===== src/rtl/uart_arb_pkg.sv =====
// Shared types and constants for the two-requester UART TX byte-stream arbiter.
package uart_arb_pkg;

  typedef enum logic {ARB_IDLE, ARB_GRANT} arb_state_t;

  localparam int NUM_REQ = 2;

  localparam logic [NUM_REQ-1:0] GNT_NONE = 2'b00;
  localparam logic [NUM_REQ-1:0] GNT_REQ0 = 2'b01;
  localparam logic [NUM_REQ-1:0] GNT_REQ1 = 2'b10;

endpackage


===== src/rtl/arb_idle_timer.sv =====
// Owner-idle counter: clears on clr, counts while en, strobes expire on the
// cycle it sits at TIMEOUT_CYC-1 with en still high. Saturates instead of wrapping.
module arb_idle_timer #(
  parameter int TIMEOUT_CYC = 100000
) (
  input  logic clk,
  input  logic reset,
  input  logic clr,
  input  logic en,
  output logic expire
);

  localparam int TW = $clog2(TIMEOUT_CYC + 1);

  logic [TW-1:0] cnt;

  assign expire = en && (cnt == TW'(TIMEOUT_CYC - 1));

  always_ff @(posedge clk) begin
    if (reset || clr)
      cnt <= '0;
    else if (en && (cnt != TW'(TIMEOUT_CYC)))
      cnt <= cnt + 1'b1;
  end

endmodule


===== src/rtl/uart_tx_arbiter.sv =====
// Packet-granular round-robin arbiter sharing one UART TX byte stream between two
// requesters, with idle-owner revocation. Define UART_ARB_STATS_EN for packet/timeout counters.
module uart_tx_arbiter
  import uart_arb_pkg::*;
#(
  parameter int DATA_W      = 8,
  parameter int TIMEOUT_CYC = 100000
`ifdef UART_ARB_STATS_EN
  , parameter int CNT_W     = 16
`endif
) (
  input  logic              clk,
  input  logic              reset,
  input  logic              req0_valid,
  input  logic [DATA_W-1:0] req0_data,
  input  logic              req0_last,
  output logic              req0_ready,
  input  logic              req1_valid,
  input  logic [DATA_W-1:0] req1_data,
  input  logic              req1_last,
  output logic              req1_ready,
  output logic              tx_valid,
  output logic [DATA_W-1:0] tx_data,
  input  logic              tx_ready,
  output logic [1:0]        grant,
  output logic              busy,
  output logic              timeout_pulse
`ifdef UART_ARB_STATS_EN
  , output logic [CNT_W-1:0] pkt_cnt0
  , output logic [CNT_W-1:0] pkt_cnt1
  , output logic [CNT_W-1:0] to_cnt
`endif
);

  arb_state_t state, state_nxt;
  logic       owner, owner_nxt;
  logic       rr_ptr, rr_ptr_nxt;

  logic [NUM_REQ-1:0]             vld, lst, rdy;
  logic [NUM_REQ-1:0][DATA_W-1:0] dat;
  logic own_valid, hs, done, expire, timer_clr, timer_en;

  assign vld = {req1_valid, req0_valid};
  assign lst = {req1_last,  req0_last};
  assign dat = {req1_data,  req0_data};
  assign req0_ready = rdy[0];
  assign req1_ready = rdy[1];

  assign own_valid = vld[owner];
  assign busy      = (state == ARB_GRANT);
  assign grant     = busy ? (owner ? GNT_REQ1 : GNT_REQ0) : GNT_NONE;

  // Only owner silence counts; a downstream stall with valid high holds the timer.
  assign timer_en  = busy && !own_valid;
  assign timer_clr = !busy || hs || expire;

  arb_idle_timer #(.TIMEOUT_CYC(TIMEOUT_CYC)) u_timer (
    .clk    (clk),
    .reset  (reset),
    .clr    (timer_clr),
    .en     (timer_en),
    .expire (expire)
  );

  always_comb begin
    state_nxt     = state;
    owner_nxt     = owner;
    rr_ptr_nxt    = rr_ptr;
    tx_valid      = 1'b0;
    tx_data       = '0;
    rdy           = '0;
    hs            = 1'b0;
    done          = 1'b0;
    timeout_pulse = 1'b0;
    case (state)
      ARB_IDLE: begin
        if (|vld) begin
          state_nxt = ARB_GRANT;
          owner_nxt = (&vld) ? rr_ptr : vld[1];
        end
      end
      ARB_GRANT: begin
        tx_valid      = own_valid;
        tx_data       = dat[owner];
        rdy[owner]    = tx_ready;
        hs            = own_valid && tx_ready;
        done          = hs && lst[owner];
        timeout_pulse = expire;
        if (done || expire) begin
          state_nxt  = ARB_IDLE;
          rr_ptr_nxt = ~owner;
        end
      end
      default: state_nxt = ARB_IDLE;
    endcase
  end

  always_ff @(posedge clk) begin
    if (reset) begin
      state  <= ARB_IDLE;
      owner  <= 1'b0;
      rr_ptr <= 1'b0;
    end else begin
      state  <= state_nxt;
      owner  <= owner_nxt;
      rr_ptr <= rr_ptr_nxt;
    end
  end

`ifdef UART_ARB_STATS_EN
  always_ff @(posedge clk) begin
    if (reset) begin
      pkt_cnt0 <= '0;
      pkt_cnt1 <= '0;
      to_cnt   <= '0;
    end else begin
      if (done && !owner) pkt_cnt0 <= pkt_cnt0 + 1'b1;
      if (done &&  owner) pkt_cnt1 <= pkt_cnt1 + 1'b1;
      if (timeout_pulse)  to_cnt   <= to_cnt + 1'b1;
    end
  end
`endif

endmodule


===== config.mk =====
export PLATFORM = sky130hd
export DESIGN_NAME = uart_tx_arbiter
export DESIGN_NICKNAME = d
export VERILOG_FILES = /design/src/rtl/uart_arb_pkg.sv /design/src/rtl/arb_idle_timer.sv /design/src/rtl/uart_tx_arbiter.sv
export SDC_FILE = /design/constraint.sdc
export NUM_CORES = 1
export LEC_CHECK = 0
export CAP_MARGIN = 40
export CORE_ASPECT_RATIO = 1.2
export CORE_UTILIZATION = 45
export CTS_CLUSTER_DIAMETER = 150
export DETAILED_ROUTE_END_ITERATION = 10
export GPL_ROUTABILITY_DRIVEN = 1
export HOLD_SLACK_MARGIN = 0.02
export PLACE_DENSITY = 0.78
export RECOVER_POWER = 50
export SYNTH_ARGS = -nofsm -noshare
export SYNTH_HDL_FRONTEND = slang
export SYNTH_SLANG_ARGS = --single-unit

===== constraint.sdc =====
create_clock -name clk -period 2.35 [get_ports clk]
set_clock_uncertainty 0.2 [all_clocks]
set_input_delay 0.47 -clock clk [delete_from_list [all_inputs] [get_ports clk]]
set_output_delay 0.47 -clock clk [all_outputs]
set_load 0.05 [all_outputs]

==> results of run 1 <==
-- cell usage after synthesis, types with 4 or more instances --
cell / instances / share of area [%]
nor4_1: 4 / 2.0
nand2_1: 7 / 2.1
o21ai_0: 10 / 4.1
and2_1: 4 / 2.0
nand3_1: 10 / 4.1
and3_1: 4 / 2.0
nand4_1: 4 / 2.0
or3_1: 7 / 3.6
inv_1: 8 / 2.5
a21oi_1: 13 / 5.3
mux2i_1: 8 / 6.5
dfxtp_1: 20 / 33
nor2_1: 18 / 5.5
-- power groups by stage --
stage,Clock (mW),Combinational (mW),Sequential (mW)
finish,0.200,0.253,0.350
global route,0.216,0.265,0.351
CTS,0.204,0.256,0.350
detailed placement,0,0.256,0.358
global placement,0,0.251,0.357
floorplan,0,0.128,0.358
-- final cells by class --
type	count	area, um^2
multi-input cells	119	890
fillers	179	551
well taps	33	41.3
clock buffers	4	36.3
repair buffers	50	597
flip-flops and latches	20	408
inverters	8	30.0
-- tightest hold or removal path, cell delays in order, from the launching register on --
cell and delay, ns:
dfxtp_2 0.34, o31ai_1 0.07, a21oi_1 0.06
-- through the flow --
stage / power [mW] / TNS [ns] / util [%]
global placement: 0.609 / -0.0734 / 74.3
global route: 0.831 / 0 / 78.4
floorplan: 0.485 / 0 / -
CTS: 0.810 / 0 / 78.0
detailed placement: 0.613 / -0.239 / 74.3
finish: 0.803 / 0 / 78.4
-- worst min-delay path by stage --
stage	end	slack (ns)	start	cells past startpoint
3_3_place_gp	u_timer.cnt[16]	0.26	u_timer.cnt[16]	2
6_report	u_timer.cnt[16]	0.31	u_timer.cnt[16]	2
5_1_grt	u_timer.cnt[16]	0.33	u_timer.cnt[16]	2
2_1_floorplan	u_timer.cnt[16]	0.25	u_timer.cnt[16]	2
4_1_cts	u_timer.cnt[16]	0.29	u_timer.cnt[16]	2
3_5_place_dp	u_timer.cnt[16]	0.29	u_timer.cnt[16]	2
-- state kept, by name, indices dropped and copies added (netlist names) --
register and count:
busy 1, rr_ptr 1, u_timer.cnt 17, owner 1
-- logic make-up after synthesis --
logic type               after synthesis  synth area share (%)
flip-flops                            20                  32.7
AO/OA/AOI/OAI                         29                  13.8
multiplexers                          10                  9.30
XOR/XNOR                               6                  4.29
AND/OR/NAND/NOR                       72                  32.8
adder cells (fa/ha/maj)                2                  2.04
buffers and inverters                 14                  5.11
-- metal layers --
metal,routed length (um),vias up
met3,223,11
met5,0,-
met4,90,0
met2,1720,62
met1,1500,629
li1,-,656
-- placed cells by master (no fill, tap or decap), types with 8 or more instances in the layout --
cell             netlist  routed
mux2i_1                8       8
dfxtp_1               20      14
nor2_1                18       8
clkdlybuf4s50_1        0      20
a21oi_1               13      13
nand3_1               10       8
buf_12                 0      14
buf_4                  0      12
o21ai_0               10      10
nor2_4                 0      10
-- timing repair --
action	4_1_cts	5_1_grt
endpoints found under the setup margin	1	2
buffers inserted	3	0
resized for setup	13	6
pin swaps	3	0
==> impl_metrics.yaml, run 1 <==
drt:
  vias_per_cell: 5.80
  antenna_left: 0
  routed_wl_mm: 3.53
  drt_iter0_drc: 48
  wl_per_cell_um: 15.1
  vias: 1358
  drc: 0
  drt-pass1-iter-count: 4
setup_path:
  critPathBufInv: 2
  slowest_delay_ns: 0.36
  r2r_end: "u_timer.cnt[14]"
  cp_max_fo: 5
  cp.required_ns: 1.68
  reg2reg_depth: 6
  cp_slowest_cell: "dfxtp_2"
  critPathLaunchType: "flop"
  crit_cells: 5
  crit_path_start: "u_timer.cnt[13]"
  endpoint: "timeout_pulse"
  r2r_slack_ns: 0.21
  crit_family: "simple AND/OR/NAND/NOR gates"
  r2r_start: "owner"
  crit_chain: "nor4bb_4 > nand3_2 > or2_4 > inv_2 > buf_12"
  critPathArrivalTime_ns: 1.61
  worst_setup_path_end_kind: "output pin"
  critical_path_class: "reg2out"
global_routing:
  antenna_found_initial: 0
  grt_max_degree: 18
  met2_usage_pct: 44.6
  grt_use_met1_pct: 28.3
  grt_pass1_vias: 1318
  gr-total-overflow: 0
  gr-usage-met3_pct: 4.62
  grt_usage_pct: 25.1
  grt_pass1_wl_mm: 5.75
  grt_busiest_layer: "met2"
timing:
  maxSlewHeadroom_pct: 60.7
  setup_violations: 0
  fin_crit_sh_pct: 96.9
  slew_viol_final: 0
  finalWorstSetupSlack_ns: 0.0725
  max_freq_mhz: 439
  fin_crit_ns: 2.28
  worst_slew_pin_slew_ns: 0.592
  grt_setup_unrepaired: "false"
  worst_hold_slack_ns: 0.310
  hold_violations: 0
yosys:
  syn-cell-area_mm2: 0.00122
  synth_edf_count: 0
  ys_seq_area_share_pct: 32.7
  yosys_warnings: 0
  synth_cells: 153
  syn_area_per_cell_um2: 8.01
  yosysUniqueCellTypes: 36
  synth_ff_type: "dfxtp_1"
  synth_seq_cells: 20
  synthesis.nets: 178
  synthArstFlopShare_pct: 0
cts:
  clockBufferDepth: 2
  clkSlewWorstSetupHoldPaths_ns: 0.10
  cts_tree: "built"
  cts_max_level: 1
  numCtsBuffers: 3
  cts_num_sinks: 20
  root_buffer: "clkbuf_4"
  clkLatencyLatePin_ns: 0.31
  cts_hold_buffers: 0
power:
  p_int_uw: 558
  power_frac_comb_pct: 31.5
  p_leak_nw: 0.687
  p_clk_share_pct: 24.9
  power_density_mw_per_mm2: 401
  ir_worst_vdd_mv: 0.336
  switching_share_pct: 30.5
  p_seq_share_pct: 43.6
  p_sw_uw: 245
finish:
  antenna_cells: 0
  final_cell_area_mm2: 0.00200
  final_cells: 234
  drive_gt1_share_pct: 29.9
  area_growth_pct: 63.4
  layout.nets: 227
placement:
  dpl_worst_slack_ns: -0.132
  postPlaceCellArea_mm2: 0.00190
  gp_congestion: 0.866
  post-place-cells: 227
  dp_hpwl_mm: 2.57
  port_buffers: 37
floorplanning:
  start_util_pct: 48.0
  core.rowCount: 20
  die_w_um: 49.6
  die-area_mm2: 0.00294
  fp.coreArea_mm2: 0.00255
  die_h_um: 59.2
  ios: 38
worst_hold_path:
  hold_class: "reg2reg"
outcome:
  status: "finished clean"
job:
  maxCapViolCount: 0
(Power assumes the default switching activity.)
==> run 2: changes to the inputs <==
- CAP_MARGIN: 40 -> 30
==> results of run 2 <==
The final DEF is identical to that of run 1; final timing and power are the same.
==> run 3: changes to the inputs <==
- CORE_UTILIZATION: 45 -> 46
- PLACE_DENSITY: 0.78 -> 0.79
==> run 3 against run 2 <==
Against the previous run:
- global-route usage increased by 1.6 points
- clock power grew 2%
- maximum frequency grew 0.14%
- combinational power rose by 2%
- largest cell class unchanged
- setup slack improved by 0.0032 ns
- worst hold slack lost 0.024 ns
- cell area rose by 1.7%
==> impl_metrics.yaml, run 3 (same netlist as run 1, synthesis figures left out) <==
power:
  ir_worst_vdd_mv: 0.427
  p_leak_nw: 0.715
  power_density_mw_per_mm2: 398
job:
  maxCapViolCount: 0
setup_path:
  r2r_end: "u_timer.cnt[2]"
  cp_max_fo: 17
  r2r_slack_ns: 0.31
  cp_slowest_cell: "dfxtp_1"
  critPathArrivalTime_ns: 1.60
  critPathBufInv: 2
  crit_family: "buffers and inverters"
  reg2reg_depth: 4
  slowest_delay_ns: 0.41
  critical_path_class: "reg2out"
  cp.required_ns: 1.68
  critPathLaunchType: "flop"
  r2r_start: "owner"
  crit_chain: "buf_4 > mux2i_1 > nor2_4 > buf_12"
  worst_setup_path_end_kind: "output pin"
outcome:
  status: "finished clean"
timing:
  worst_slew_pin_slew_ns: 0.498
  hold_violations: 0
  fin_crit_ns: 2.27
  max_freq_mhz: 440
  tns_ns: 0
  setup_violations: 0
  slew_viol_final: 0
  finalWorstSetupSlack_ns: 0.0757
  maxSlewHeadroom_pct: 66.7
  fin_crit_sh_pct: 96.8
drt:
  drt_iter0_drc: 41
  wl_per_cell_um: 15.4
  routed_wl_mm: 3.63
  drt-pass1-iter-count: 4
  vias: 1328
  drc: 0
  antenna_left: 0
  vias_per_cell: 5.65
cts:
  clkSlewWorstSetupHoldPaths_ns: 0.11
  cts_num_sinks: 20
  root_buffer: "clkbuf_4"
  clkLatencyLatePin_ns: 0.32
  cts_tree: "built"
  cts_hold_buffers: 0
  numCtsBuffers: 3
  clockBufferDepth: 2
  cts_max_level: 1
worst_hold_path:
  hold_depth: 2
  hold_class: "reg2reg"
  min_from: "u_timer.cnt[16]"
  hold_path_end: "u_timer.cnt[16]"
placement:
  gp_congestion: 0.903
  dpl_worst_slack_ns: -0.193
  dp_hpwl_mm: 2.67
  port_buffers: 37
finish:
  regMostFlops: "u_timer.cnt"
  largest_reg_flops: 17
  multi_input_area_um2: 888
  drive_gt1_share_pct: 31.7
  final_cell_mix: "clkdlybuf4s50_1 (20), buf_12 (15), a21oi_1 (13), buf_4 (13), dfxtp_1 (12)"
  antenna_cells: 0
  layout.nets: 228
  regArea_um2: 413
  post-route-util_pct: 80.6
  area_growth_pct: 66.3
  final_common_cell: "clkdlybuf4s50_1"
  fill_cells: 173
global_routing:
  grt_usage_pct: 26.7
  antenna_found_initial: 0
  grt_max_degree: 18
  grt_pass1_vias: 1286
  grt_pass1_wl_mm: 5.85
  gr-total-overflow: 0
floorplanning:
  start_util_pct: 48.5
  ios: 38
  die_w_um: 49.1
  core.rowCount: 20
  die-area_mm2: 0.00287
  die_h_um: 58.5
  fp.coreArea_mm2: 0.00253
-- run 3: power breakdown --
| group | internal (mW) | leakage, nW | switching, mW | total, mW |
|---|---|---|---|---|
| registers | 0.341 | 0.166 | 0.00692 | 0.348 |
| logic | 0.125 | 0.528 | 0.132 | 0.258 |
| clock network | 0.0950 | 0.0210 | 0.110 | 0.205 |
-- run 3: per-stage QoR --
stage,hold slack [ns],total power [mW],cells,instance area (um^2)
global route,0.302,0.841,235,2040
global placement,0.261,0.610,226,1900
detailed placement,0.276,0.615,226,1900
floorplan,0.248,0.485,153,1300
CTS,0.286,0.817,233,2010
finish,0.286,0.811,235,2040
-- run 3: cell type report --
cell class                 count  area share (%)
clock buffer                   4            1.78
inverter                       8            1.47
timing repair buffer          51            30.8
tap                           33            2.03
multi-input combinational    119            43.6
sequential                    20            20.3
-- run 3: worst max path at each step --
stage,start,to,slack (ns),cells after the start
3_3_place_gp,req0_valid,timeout_pulse,-0.14,6
2_1_floorplan,owner,timeout_pulse,0.08,5
3_5_place_dp,req0_valid,timeout_pulse,-0.19,6
6_report,owner,tx_data[3],0.08,4
5_1_grt,u_timer.cnt[14],timeout_pulse,-0.007,5
4_1_cts,owner,tx_data[4],0.02,4
-- run 3: metal layers --
metal	routed length [um]	global-route usage, %
met5	0	0
met3	253	4.65
met2	1850	50.7
met1	1450	28.3
met4	80	12.6
-- run 3: repair_timing --
action	4_1_cts	5_1_grt
pin swaps	3	2
setup buffers	3	2
endpoints found under the setup margin	1	3
gates resized for setup	16	6
-- run 3: worst register-to-register path, stage by stage (launching register included) --
cell and delay (ns):
dfxtp_1 0.41, buf_4 0.30, mux2_2 0.43, or4_1 0.51, a21oi_1 0.13
